## src/rtl/apb_mux_n.sv

```systemverilog
// Registered APB decoder/mux: one CPU master to NSLV slaves over a base/mask map.
// Unmapped addresses get an error response, and a watchdog ends accesses that are never acked.
module apb_mux_n #(
  parameter int                   NSLV       = 9,
  parameter int                   AW         = 32,
  parameter int                   DW         = 32,
  parameter logic [NSLV*AW-1:0]   SLV_BASE   = '0,
  parameter logic [NSLV*AW-1:0]   SLV_MASK   = '0,
  parameter int                   TIMEOUT    = 255,
  parameter bit                   STRIP_BASE = 1'b0
) (
  input  logic              clk,
  input  logic              rst,
  input  logic              apb_psel_cpu,
  input  logic              apb_enab_cpu,
  input  logic              apb_rw_cpu,
  input  logic [AW-1:0]     apb_addr_cpu,
  input  logic [DW-1:0]     apb_datai_cpu,
  output logic [DW-1:0]     apb_datao_cpu,
  output logic              apb_ack_cpu,
  output logic              apb_err_cpu,
  output logic [NSLV-1:0]   apbs_psel,
  output logic [NSLV-1:0]   apbs_enab,
  output logic              apbs_rw,
  output logic [AW-1:0]     apbs_addr,
  output logic [DW-1:0]     apbs_datai,
  input  logic [NSLV*DW-1:0] apbs_datao,
  input  logic [NSLV-1:0]   apbs_ack
);

  localparam int IW = (NSLV > 1) ? $clog2(NSLV) : 1;
  localparam int CW = (TIMEOUT > 1) ? $clog2(TIMEOUT) : 1;
  localparam logic [CW-1:0] TO_LAST =
    CW'((TIMEOUT > 0) ? TIMEOUT - 1 : 0);

  localparam logic [1:0] S_IDLE   = 2'd0;
  localparam logic [1:0] S_SETUP  = 2'd1;
  localparam logic [1:0] S_ACCESS = 2'd2;
  localparam logic [1:0] S_RESP   = 2'd3;

  logic [1:0]      state_q, state_d;
  logic [IW-1:0]   idx_q, idx_d;
  logic            rw_q, rw_d;
  logic [AW-1:0]   addr_q, addr_d;
  logic [DW-1:0]   datai_q, datai_d;
  logic [NSLV-1:0] psel_q, psel_d;
  logic [NSLV-1:0] enab_q, enab_d;
  logic [CW-1:0]   cnt_q, cnt_d;
  logic            ack_q, ack_d;
  logic            err_q, err_d;
  logic [DW-1:0]   datao_q, datao_d;

  logic            dec_hit;
  logic [IW-1:0]   dec_idx;
  logic [AW-1:0]   dec_mask;
  logic [DW-1:0]   slv_rdata;
  logic            slv_ack;
  logic            accept;

  // Scan from the top so the lowest matching index is the last one written.
  always_comb begin
    dec_hit = 1'b0;
    dec_idx = '0;
    for (int i = NSLV - 1; i >= 0; i--) begin
      if ((apb_addr_cpu & ~SLV_MASK[i*AW +: AW]) == SLV_BASE[i*AW +: AW]) begin
        dec_hit = 1'b1;
        dec_idx = IW'(i);
      end
    end
  end

  assign dec_mask  = SLV_MASK[dec_idx*AW +: AW];
  assign slv_rdata = apbs_datao[idx_q*DW +: DW];
  assign slv_ack   = apbs_ack[idx_q];
  assign accept    = apb_psel_cpu & ~apb_enab_cpu;

  always_comb begin
    state_d = state_q;
    idx_d   = idx_q;
    rw_d    = rw_q;
    addr_d  = addr_q;
    datai_d = datai_q;
    psel_d  = psel_q;
    enab_d  = enab_q;
    cnt_d   = cnt_q;
    ack_d   = 1'b0;
    err_d   = 1'b0;
    datao_d = datao_q;
    unique case (state_q)
      S_IDLE: begin
        if (accept) begin
          rw_d    = apb_rw_cpu;
          datai_d = apb_datai_cpu;
          if (dec_hit) begin
            idx_d   = dec_idx;
            addr_d  = STRIP_BASE ? (apb_addr_cpu & dec_mask)
                                 : apb_addr_cpu;
            psel_d  = NSLV'(1) << dec_idx;
            state_d = S_SETUP;
          end else begin
            ack_d   = 1'b1;
            err_d   = 1'b1;
            datao_d = '0;
            state_d = S_RESP;
          end
        end
      end
      S_SETUP: begin
        enab_d  = psel_q;
        cnt_d   = '0;
        state_d = S_ACCESS;
      end
      S_ACCESS: begin
        cnt_d = cnt_q + CW'(1);
        if (slv_ack) begin
          ack_d   = 1'b1;
          datao_d = rw_q ? '0 : slv_rdata;
          psel_d  = '0;
          enab_d  = '0;
          cnt_d   = '0;
          state_d = S_RESP;
        end else if (TIMEOUT != 0 && cnt_q == TO_LAST) begin
          ack_d   = 1'b1;
          err_d   = 1'b1;
          datao_d = '0;
          psel_d  = '0;
          enab_d  = '0;
          cnt_d   = '0;
          state_d = S_RESP;
        end
      end
      S_RESP: begin
        idx_d   = '0;
        rw_d    = 1'b0;
        addr_d  = '0;
        datai_d = '0;
        psel_d  = '0;
        enab_d  = '0;
        cnt_d   = '0;
        state_d = S_IDLE;
      end
    endcase
  end

  always_ff @(posedge clk) begin
    if (rst) begin
      state_q <= S_IDLE;
      idx_q   <= '0;
      rw_q    <= 1'b0;
      addr_q  <= '0;
      datai_q <= '0;
      psel_q  <= '0;
      enab_q  <= '0;
      cnt_q   <= '0;
      ack_q   <= 1'b0;
      err_q   <= 1'b0;
      datao_q <= '0;
    end else begin
      state_q <= state_d;
      idx_q   <= idx_d;
      rw_q    <= rw_d;
      addr_q  <= addr_d;
      datai_q <= datai_d;
      psel_q  <= psel_d;
      enab_q  <= enab_d;
      cnt_q   <= cnt_d;
      ack_q   <= ack_d;
      err_q   <= err_d;
      datao_q <= datao_d;
    end
  end

  assign apb_datao_cpu = datao_q;
  assign apb_ack_cpu   = ack_q;
  assign apb_err_cpu   = err_q;
  assign apbs_psel     = psel_q;
  assign apbs_enab     = enab_q;
  assign apbs_rw       = rw_q;
  assign apbs_addr     = addr_q;
  assign apbs_datai    = datai_q;

endmodule
```

## config.mk

```make
export PLATFORM = sky130hd
export DESIGN_NAME = apb_mux_n
export DESIGN_NICKNAME = d
export VERILOG_FILES = /design/src/rtl/apb_mux_n.sv
export SDC_FILE = /design/constraint.sdc
export NUM_CORES = 1
export LEC_CHECK = 0
export CAP_MARGIN = 15
export CELL_PAD_IN_SITES_DETAIL_PLACEMENT = 0
export CELL_PAD_IN_SITES_GLOBAL_PLACEMENT = 1
export CORE_AREA = 10 10 179 181
export DETAILED_ROUTE_END_ITERATION = 8
export DIE_AREA = 0 0 189 191
export PLACE_DENSITY = 0.66
export SETUP_SLACK_MARGIN = 0.1
export SYNTH_ARGS = -nofsm -noshare
export SYNTH_HDL_FRONTEND = slang
export SYNTH_SLANG_ARGS = --single-unit
```

## constraint.sdc

```tcl
create_clock -name clk -period 2.4 [get_ports clk]
set_clock_uncertainty 0.15 [all_clocks]
set_input_delay 0.72 -clock clk [delete_from_list [all_inputs] [get_ports clk]]
set_output_delay 0.72 -clock clk [all_outputs]
set_load 0.01 [all_outputs]
```

==> results.txt <==
----------------------------------------------------
[Die]
  Die footprint ... between 30,000 and 40,000 um^2
  Starting density of the core ... 0.1411
  Standard cell core area ... 28,470 um^2
  Die width ... approximately 190 um
  Number of top-level design ports ... 483
  Chip Height ... 191 um
  Standard-cell rows ... between 60 and 70

[Timing]
  Worst-Margin Slew ... 676.1 ps
  Highest achievable clock rate ... 453.7 MHz
  Final max-slew violation count ... 0
  Period utilisation layout ... 0.9183
  Worst hold slack ... 310.3 ps
  Setup-failing EPs final ... 0
  Worst slew slack as a fraction of its limit ... 0.5462
  Final count of hold timing violations ... 0
  Unrepaired setup endpoints after global routing ... true
  Accumulated negative setup slack ... 0 ps
  Time the final worst path needs with I/O delays and setup ... between 2000 and 2500 ps

[Critical path]
  Cell family contributing the most delay on the critical path ... buffers and inverters
  Kind of critical path ... in2reg
  Kind of start point of the critical path ... input port
  Biggest cell delay along the critical path ... 240 ps
  Reg-to-reg slack, setup ... ~250 ps
  Number of buffers and inverters on the critical path ... 4
  Crit-path slowest cell ... sky130_fd_sc_hd__dlygate4sd2_1
  Endpoint of the worst-slack reg-to-reg timing path ... apb_datao_cpu[24]$_SDFFE_PP0P_
  Element type at the critical path end ... register
  Critical path fanouts, max ... 8
  Path depth of the worst reg2reg path ... 9
  Data arrival at the endpoint of the critical path ... 2310 ps
  Series of cell instances along the critical path ... dlygate4sd2_1 > nor4_2 > nand4_1 > buf_4 > o21ai_2 > buf_6 > a21oi_4 > clkbuf_16 > and2_1
  Critical path required time ... 2500 ps
  Reg-to-Reg Start ... state_q[0]$_SDFFE_PP0P_

[Global routing]
  Vias in the first global route ... 3,638
  Number of antenna violations at the first check in global routing ... 1
  Overall global routing resource usage ... 0.07570
  Largest net degree at the start of global routing ... 35
  Overflow left after global routing ... 0
  Global-route wire length before repair ... approximately 22,000 um

[Cells and area]
  Post-layout nets ... 963
  Synth-to-Final Area Change ... 76.39%
  Final Util ... 0.2489
  # diodes ... 0
  Proportion of layout cells with a drive suffix above 1 ... 0.1950
  Final non-filler cell area ... 7087 um^2

[CTS]
  CTS tree ... done
  Maximum clock insertion buffer count ... 2
  Library cell used as clock root buffer ... sky130_fd_sc_hd__clkbuf_16
  Hold-fix buffers, CTS ... 0
  Sink Count ... 111
  Worst-skew pair later-pin latency ... 350 ps
  Register clock-pin slew on the reported worst setup and hold paths ... ~80 ps
  Max H-tree Level ... 3
  Number of clock buffers inserted by TritonCTS ... 9

[Routing]
  Via total after detailed routing ... ~3,500
  ANT nets after route ... 0
  Drt initial violations ... 100
  DR vias/cell ... 3.602
  Detailed-routing iteration count for the pre-antenna-repair pass ... 4
  Sum of routed wire length over all layers ... 14,710 um
  Routed wire per std cell ... 15.02 um
  # DRC ... 0

[Placement]
  Half-perimeter wire length after placement ... 10,500 um
  Routability-driven placement congestion ratio ... 0.7417
  Post-detailed-placement cell area ... 6548 um^2
  Quantity of I/O buffers inserted on ports ... 202

[Power]
  Overall Power ... 0.005338 W
  Power per Cell Area ... 753.2 nW/um^2
  Leakage power figure ... 2.769 nW
  VDD IR-drop max ... 0.3827 mV

[Yosys]
  Synthesized area ... between 4000 and 5000 um^2
  Flip-flop and latch count after synthesis ... 111
  Count of flip-flops with a built-in enable after synthesis ... 0
  Sequential-to-total area share from yosys stat ... 0.5531
  Mean area per synthesized cell ... 10.74 um^2
  Number of unique standard cell types used by synthesis ... 40
  Prevailing post-synth register cell ... sky130_fd_sc_hd__dfxtp_1
  Fraction of synthesized cell area taken by the top area cell type ... 0.5531
  Post-synthesis cell type with the largest combined area ... sky130_fd_sc_hd__dfxtp_1
  Leading cell types by total area after synthesis ... sky130_fd_sc_hd__dfxtp_1 (55%), sky130_fd_sc_hd__a32o_2 (8.4%), sky130_fd_sc_hd__a22oi_1 (6.2%)
  Count of mapped cells out of synthesis ... 374
  Synth top cells by count ... sky130_fd_sc_hd__dfxtp_1 (111), sky130_fd_sc_hd__nor2_1 (49), sky130_fd_sc_hd__a22oi_1 (33)
  Number of synthesis warnings ... 0
  Fraction of registers with async set or reset after synthesis ... 0
  Most frequent cell after synthesis ... sky130_fd_sc_hd__dfxtp_1

[Run status]
  Status ... completed

[Worst hold path]
  Endpoint, Worst Hold ... apbs_addr[20]$_SDFFE_PP0P_
  Startpoint of the lowest-slack hold path ... apbs_addr[20]$_SDFFE_PP0P_
  Cells on Worst Hold Path ... 1
  Hold/Removal Path Class ... reg2reg

[Flow run]
  Max-cap violations ... 0

----------------------------------------------------
what timing repair did:
item                                    CTS  global route
setup buffers                             5             0
gates cloned                              3             3
endpoints found under the setup margin   68            69
gates resized for setup                  55            41
pin swaps                                19            14
stage by stage:
| stage | instances | setup WS [ps] |
|---|---|---|
| after detailed placement | 953 | -498.8 |
| after CTS | 977 | 102.6 |
| final | 979 | 196.0 |
| after global placement | 953 | -455.1 |
| after global routing | 979 | 95.79 |
| after floorplan | 389 | 309.2 |
layout make-up:
cell class              count  area [um^2]
multi-input cells         232         1679
flip-flops and latches    111         2222
inverters                   6        22.52
clock buffers               9        225.2
well taps                 384        480.5
fillers                  3051        21380
clock inverters             7        87.58
repair buffers            230         2370
power by group:
group          leakage, nW  internal (W)  switching, W  total (W)
registers            0.898       0.00199     0.0000868    0.00208
logic                 1.72      0.000891      0.000771    0.00166
clock network        0.154      0.000836      0.000760    0.00160
cells in the final DEF (no fill, tap or decap), types with 6 or more instances in the layout:
cell and count:
sky130_fd_sc_hd__clkdlybuf4s50_1 169, sky130_fd_sc_hd__a32o_2 30, sky130_fd_sc_hd__and2_1 24, sky130_fd_sc_hd__dfxtp_1 111
sky130_fd_sc_hd__nand3_1 6, sky130_fd_sc_hd__clkdlybuf4s15_1 12, sky130_fd_sc_hd__clkbuf_2 10, sky130_fd_sc_hd__dlygate4sd2_1 8
sky130_fd_sc_hd__nor2b_1 6, sky130_fd_sc_hd__buf_12 9, sky130_fd_sc_hd__nor2_1 48, sky130_fd_sc_hd__conb_1 16
sky130_fd_sc_hd__and2_4 8, sky130_fd_sc_hd__nor4_2 7, sky130_fd_sc_hd__buf_4 12, sky130_fd_sc_hd__ha_1 7
sky130_fd_sc_hd__a22oi_1 33, sky130_fd_sc_hd__clkbuf_16 11
worst max-delay path by stage:
| stage | from | to | slack [ps] | depth (start not counted) |
|---|---|---|---|---|
| CTS | apb_addr_cpu[13] | apb_datao_cpu[24]$_SDFFE_PP0P_ | 100 | 10 |
| detailed placement | apb_addr_cpu[17] | apb_datao_cpu[18]$_SDFFE_PP0P_ | -500 | 8 |
| floorplan | apb_addr_cpu[1] | apb_datao_cpu[10]$_SDFFE_PP0P_ | 310 | 6 |
| global placement | apb_addr_cpu[17] | apbs_psel[0]$_SDFFE_PP0P_ | -460 | 7 |
| finish | apb_addr_cpu[3] | apbs_addr[30]$_SDFFE_PP0P_ | 200 | 9 |
| global route | apb_addr_cpu[10] | apb_datao_cpu[24]$_SDFFE_PP0P_ | 100 | 9 |
layer usage:
metal | wire length (um) | GRT usage | vias to the layer above
met2 | 7019 | 0.1230 | 123
met5 | 17 | 0 | -
met1 | 6108 | 0.08498 | 1650
met3 | 1446 | 0.04045 | 10
met4 | 114 | 0.02015 | 2
li1 | - | - | 1741
flip-flops by register name (all words and copies together) (netlist names):
signal,count
apbs_enab,1
cnt_q,8
apb_datao_cpu,32
apb_err_cpu,1
apbs_rw,1
apb_ack_cpu,1
apbs_datai,32
apbs_psel,1
apbs_addr,32
state_q,2
cells by family after synthesis:
group,after synthesis,synth area share
buffers and inverters,46,0.06758
other,1,0.0009334
flip-flops,111,0.5531
adder cells (fa/ha/maj),7,0.02180
AO/OA/AOI/OAI,85,0.1859
XOR/XNOR,7,0.01526
AND/OR/NAND/NOR,117,0.1554
(Power assumes the default switching activity.)
